File: src/rtl/lc2k_pkg.sv
// Shared LC2K definitions: opcodes, instruction field positions and the fetch FSM states.
package lc2k_pkg;

  localparam logic [2:0] OP_ADD  = 3'b000;
  localparam logic [2:0] OP_NOR  = 3'b001;
  localparam logic [2:0] OP_LW   = 3'b010;
  localparam logic [2:0] OP_SW   = 3'b011;
  localparam logic [2:0] OP_BEQ  = 3'b100;
  localparam logic [2:0] OP_JALR = 3'b101;
  localparam logic [2:0] OP_HALT = 3'b110;
  localparam logic [2:0] OP_NOOP = 3'b111;

  localparam int unsigned OP_HI     = 24;
  localparam int unsigned OP_LO     = 22;
  localparam int unsigned REGA_HI   = 21;
  localparam int unsigned REGA_LO   = 19;
  localparam int unsigned REGB_HI   = 18;
  localparam int unsigned REGB_LO   = 16;
  localparam int unsigned DEST_HI   = 2;
  localparam int unsigned DEST_LO   = 0;
  localparam int unsigned OFFSET_HI = 15;
  localparam int unsigned OFFSET_LO = 0;

  localparam logic [31:0] NOOP_INSTR = 32'h01C0_0000;

  typedef enum logic [1:0] {
    ST_FETCH  = 2'd0,
    ST_WAIT   = 2'd1,
    ST_OUT    = 2'd2,
    ST_HALTED = 2'd3
  } fetch_state_e;

  function automatic logic [2:0] opcode_of(input logic [31:0] instr);
    return instr[OP_HI:OP_LO];
  endfunction

endpackage

File: src/rtl/lc2k_fetch.sv
// LC2K instruction fetch: owns the PC, issues one word read at a time and feeds IF/ID.
module lc2k_fetch
  import lc2k_pkg::*;
#(
  parameter int unsigned           PC_WIDTH = 16,
  parameter logic [PC_WIDTH-1:0]   RESET_PC = '0
) (
  input  logic                clock,
  input  logic                reset,
  output logic                imem_req,
  output logic [PC_WIDTH-1:0] imem_addr,
  input  logic                imem_rvalid,
  input  logic [31:0]         imem_rdata,
  output logic                ifid_valid,
  input  logic                ifid_ready,
  output logic [31:0]         ifid_instr,
  output logic [PC_WIDTH-1:0] ifid_pc,
  input  logic                redirect_valid,
  input  logic [PC_WIDTH-1:0] redirect_pc,
  output logic                halted
);

  fetch_state_e        state_q, state_d;
  logic [PC_WIDTH-1:0] pc_q, pc_d;
  logic [PC_WIDTH-1:0] req_pc_q, req_pc_d;
  logic [PC_WIDTH-1:0] ifid_pc_q, ifid_pc_d;
  logic [31:0]         instr_q, instr_d;
  logic                drop_q, drop_d;
  logic                valid_q, valid_d;
  logic                halted_q, halted_d;
  logic                held_halt;
  logic                issue;

  assign imem_addr  = redirect_valid ? redirect_pc : pc_q;
  assign imem_req   = issue;
  assign ifid_valid = valid_q;
  assign ifid_instr = instr_q;
  assign ifid_pc    = ifid_pc_q;
  assign halted     = halted_q;

  always_comb begin
    held_halt = (opcode_of(instr_q) == OP_HALT);
    issue     = 1'b0;
    unique case (state_q)
      ST_FETCH: issue = 1'b1;
      // A redirect squashes the held word, so it issues even under backpressure or HALT.
      ST_OUT:   issue = redirect_valid || (ifid_ready && !held_halt);
      default:  issue = 1'b0;
    endcase
    if (reset) issue = 1'b0;
  end

  always_comb begin
    state_d   = state_q;
    pc_d      = pc_q;
    req_pc_d  = req_pc_q;
    ifid_pc_d = ifid_pc_q;
    instr_d   = instr_q;
    drop_d    = drop_q;
    valid_d   = valid_q;
    halted_d  = halted_q;

    if (issue) begin
      req_pc_d = imem_addr;
      pc_d     = imem_addr + PC_WIDTH'(1);
      state_d  = ST_WAIT;
    end

    unique case (state_q)
      ST_WAIT: begin
        if (imem_rvalid) begin
          if (redirect_valid) begin
            pc_d    = redirect_pc;
            drop_d  = 1'b0;
            state_d = ST_FETCH;
          end else if (drop_q) begin
            drop_d  = 1'b0;
            state_d = ST_FETCH;
          end else begin
            instr_d   = imem_rdata;
            ifid_pc_d = req_pc_q;
            valid_d   = 1'b1;
            state_d   = ST_OUT;
          end
        end else if (redirect_valid) begin
          drop_d = 1'b1;
          pc_d   = redirect_pc;
        end
      end
      ST_OUT: begin
        if (redirect_valid || ifid_ready) begin
          valid_d = 1'b0;
          if (!redirect_valid && held_halt) begin
            halted_d = 1'b1;
            state_d  = ST_HALTED;
          end
        end
      end
      ST_HALTED: begin
        if (redirect_valid) begin
          halted_d = 1'b0;
          pc_d     = redirect_pc;
          state_d  = ST_FETCH;
        end
      end
      default: ;
    endcase
  end

  always_ff @(posedge clock) begin
    if (reset) begin
      state_q   <= ST_FETCH;
      pc_q      <= RESET_PC;
      req_pc_q  <= '0;
      ifid_pc_q <= '0;
      instr_q   <= NOOP_INSTR;
      drop_q    <= 1'b0;
      valid_q   <= 1'b0;
      halted_q  <= 1'b0;
    end else begin
      state_q   <= state_d;
      pc_q      <= pc_d;
      req_pc_q  <= req_pc_d;
      ifid_pc_q <= ifid_pc_d;
      instr_q   <= instr_d;
      drop_q    <= drop_d;
      valid_q   <= valid_d;
      halted_q  <= halted_d;
    end
  end

  rvalid_only_in_wait: assert property (@(posedge clock) disable iff (reset)
    imem_rvalid |-> (state_q == ST_WAIT));

endmodule

File: config.mk
export PLATFORM = sky130hd
export DESIGN_NAME = lc2k_fetch
export DESIGN_NICKNAME = d
export VERILOG_FILES = /design/src/rtl/lc2k_pkg.sv /design/src/rtl/lc2k_fetch.sv
export SDC_FILE = /design/constraint.sdc
export NUM_CORES = 1
export LEC_CHECK = 0
export CAP_MARGIN = 40
export CORE_MARGIN = 2
export CORE_UTILIZATION = 50
export CTS_CLUSTER_DIAMETER = 120
export CTS_CLUSTER_SIZE = 40
export DETAILED_ROUTE_END_ITERATION = 16
export HOLD_SLACK_MARGIN = 0.15
export PLACE_DENSITY = 0.85
export SLEW_MARGIN = 40
export SYNTH_ARGS = -nofsm -noshare
export SYNTH_HDL_FRONTEND = slang
export SYNTH_SLANG_ARGS = --single-unit
File: constraint.sdc
create_clock -name clock -period 4.6 [get_ports clock]
set_input_delay 0.92 -clock clock [delete_from_list [all_inputs] [get_ports clock]]
set_output_delay 0.92 -clock clock [all_outputs]
set_load 0.02 [all_outputs]
==> flow_summary_export.csv <==
group,metric,value,unit
outcome,outcome,"completed",
yosys,synthArstFlopShare,0,%
power,combPwrFrac,19.5,%
yosys,syn-cell-area,3860,µm²
final_layout,final_layout_size_suffix_gt1_share,7.22,%
yosys,synth_cell_type_count,54,
power,peakVddDrop,161,µV
route,vias,3822,
sta,post-route-period-util,76.3,%
floorplanning,die_x,91.9,µm
route,drt_pre_antenna_iters,4,
critical_path,ff2ff_setup_slack,2430,ps
final_layout,area_growth,36.5,%
sta,skew,10.2,ps
yosys,synth_top_area_share,44.1,%
power,power.clock.fraction,31.8,%
power,p_int,1.18,mW
yosys,synth_largest_area_cell,"dfxtp_1",
global_route,grt_antenna_before_repair,0,
power,sequentialPowerShare,48.7,%
critical_path,endpoint,"imem_req",
yosys,ys.flop_type,"dfxtp_1",
flow_run,drv_cap,0,
clock_network,h-tree-depth,3,
placed_design,dpl.hpwl,7370,µm
sta,fin_crit,3510,ps
sta,tightest_slew,617,ps
power,power_density,316,nW/µm²
floorplanning,fp.dieArea,8440,µm²
clock_network,clkSinkCount,85,
critical_path,reg2reg_from,"pc_q[0]$_SDFF_PP0_",
clock_network,post_cts_buffers,0,
sta,max_slew_margin,58.7,%
power,leakage,1.94,nW
hold_path,hold_start,"ifid_pc[2]$_SDFFE_PP0P_",
floorplanning,core-area,7610,µm²
final_layout,nets,632,
yosys,synth_warnings,0,
sta,slew_viol_final,0,
power,switching_share,29.0,%
floorplanning,row_count,32,
yosys,synth_edf_count,0,
global_route,overflow,0,
yosys,synth-seq-area-share,44.1,%
critical_path,critPathKind,"in2out",
critical_path,end_kind,"primary output",
critical_path,arrival,2590,ps
clock_network,clk_latency,340,ps
sta,setup_viol,0,
yosys,synth_cells,476,
power,total_power,1.67,mW
clock_network,cts_hold_buf,0,
global_route,grt_pass1_vias,3698,
clock_network,cts_buffers,9,
placed_design,dp_cells,669,
clock_network,cts_tree,"built",
placed_design,placed_area,5070,µm²
final_layout,diodes,0,
yosys,syn_avg_cell_area,8.11,µm²
route,antenna_left,0,
yosys,synthTopCellsByArea,"dfxtp_1 (44%), nand2_1 (11%), a21oi_1 (7.6%), a22o_1 (3.4%), nor2_1 (2.5%)",
global_route,grt_start_max_net_pins,56,
final_layout,instances_no_fill,684,
floorplanning,die_y,91.9,µm
sta,report.final.hold_viol_count,0,
sta,fmaxAchievable,285,MHz
global_route,grt_util_all_layers,25.6,%
critical_path,crit_required,3680,ps
clock_network,clockBufferDepth,2,
route,vias_per_cell,5.59,
global_route,grt_pass1_wl,17700,µm
hold_path,hold_class,"reg2reg",
clock_network,cts_resized,0,
critical_path,crit_path_start,"ifid_ready",
critical_path,cp_max_fo,5,
yosys,ys_seq_elements,85,
floorplanning,io-pin-count,120,
critical_path,worstReg2RegEnd,"pc_q[12]$_SDFF_PP0_",
final_layout,fin_area,5270,µm²
sta,tns,0,ps
placed_design,port_buffers,119,
placed_design,place_congestion,0.859,
floorplanning,initial_core_util,50.8,%
power,p_switching,0.484,mW
yosys,syn_nets,530,
sta,rsz0062_at_grt,"no",
route,wirelength,10700,µm
critical_path,setup.worst_path.start_class,"input pin",
clock_network,clk_pin_slew,90,ps
route,wl_per_cell,15.6,µm
critical_path,r2r_cells,7,
clock_network,cts_root_buf,"clkbuf_8",
route,drt_iter0_markers,184,
route,route.detailed.drc,0,
==> per-stage QoR <==
| stage | hold slack (ps) | setup slack (ps) | util [%] |
|---|---|---|---|
| 2_1_floorplan | 432 | 1300 | - |
| 3_3_place_gp | 441 | 915 | 66.7 |
| 3_5_place_dp | 448 | 1110 | 66.7 |
| 4_1_cts | 460 | 1100 | 69.3 |
| 5_1_grt | 477 | 1020 | 69.3 |
| 6_report | 457 | 1090 | 69.3 |
==> critical path: stages <==
cell and delay, ps:
clkdlybuf4s50_1 580, nor3b_1 260, a22oi_2 120, inv_1 100, clkdlybuf4s50_1 610
==> flip-flops by register name, indices dropped and copies added (netlist names) <==
signal / flops
ifid_instr: 32
halted: 1
req_pc_q: 16
ifid_valid: 1
drop_q: 1
ifid_pc: 16
pc_q: 16
state_q: 2
==> layer usage <==
| metal | wire, µm | GRT usage (%) | vias to the layer above |
|---|---|---|---|
| li1 | - | - | 1856 |
| met1 | 4460 | 31.1 | 1793 |
| met2 | 5160 | 44.1 | 151 |
| met3 | 794 | 6.49 | 22 |
| met4 | 270 | 8.83 | 0 |
| met5 | 0 | 0 | - |
==> worst min-delay path by stage <==
stage	end	slack [ps]	cells after the start
2_1_floorplan	ifid_pc[10]$_SDFFE_PP0P_	430	2
6_report	ifid_pc[2]$_SDFFE_PP0P_	460	2
3_5_place_dp	ifid_instr[14]$_SDFFE_PP0P_	450	2
5_1_grt	ifid_pc[8]$_SDFFE_PP0P_	480	2
3_3_place_gp	ifid_instr[17]$_SDFFE_PP0P_	440	2
4_1_cts	ifid_instr[12]$_SDFFE_PP0P_	460	2
==> layout make-up <==
type | instances | area (µm²)
clock inverter | 6 | 71.3
tap | 102 | 128
sequential | 85 | 1700
timing repair buffer | 126 | 1240
inverter | 13 | 48.8
clock buffer | 9 | 124
fill | 621 | 2330
multi-input combinational | 343 | 1960
==> cells in the final DEF, fill, tap and decap left out, types with 4 or more instances in the layout <==
| cell | netlist | layout |
|---|---|---|
| nor3_1 | 10 | 9 |
| inv_1 | 13 | 13 |
| or3_1 | 5 | 4 |
| nand2_1 | 113 | 113 |
| a22o_1 | 15 | 15 |
| and2_1 | 4 | 4 |
| mux2_2 | 8 | 8 |
| a2111oi_0 | 4 | 4 |
| dfxtp_1 | 85 | 85 |
| xnor2_1 | 7 | 7 |
| a21oi_1 | 59 | 59 |
| buf_4 | 2 | 8 |
| nand3_1 | 17 | 17 |
| nand4_1 | 5 | 5 |
| clkbuf_8 | 0 | 9 |
| a211oi_1 | 5 | 5 |
| clkdlybuf4s50_1 | 0 | 117 |
| nor2_1 | 26 | 26 |
| nand3b_1 | 10 | 10 |
| o21ai_0 | 6 | 6 |
| mux2i_1 | 7 | 7 |
==> cell usage after synthesis (5+ instances only) <==
cell type / instances
a211oi_1: 5
a21oi_1: 59
a22o_1: 15
buf_2: 10
clkbuf_1: 19
dfxtp_1: 85
inv_1: 13
mux2_2: 8
mux2i_1: 7
nand2_1: 113
nand3_1: 17
nand3b_1: 10
nand4_1: 5
nor2_1: 26
nor3_1: 10
o21ai_0: 6
or3_1: 5
xnor2_1: 7
==> cell families after synthesis <==
logic type               share of synthesized area [%]
buffers and inverters                             5.38
adder cells (fa/ha/maj)                          0.324
XOR/XNOR                                          1.81
AND/OR/NAND/NOR                                   24.8
flip-flops                                        44.1
AO/OA/AOI/OAI                                     19.1
multiplexers                                      4.50
==> power groups by stage <==
| stage | Clock, mW | Combinational (mW) | Sequential [mW] |
|---|---|---|---|
| after global routing | 0.567 | 0.354 | 0.816 |
| after global placement | 0 | 0.315 | 0.827 |
| after CTS | 0.539 | 0.325 | 0.811 |
| after floorplan | 0 | 0.172 | 0.833 |
| final | 0.531 | 0.325 | 0.812 |
| after detailed placement | 0 | 0.323 | 0.828 |
Note: power is estimated with default switching activity, not from simulation.
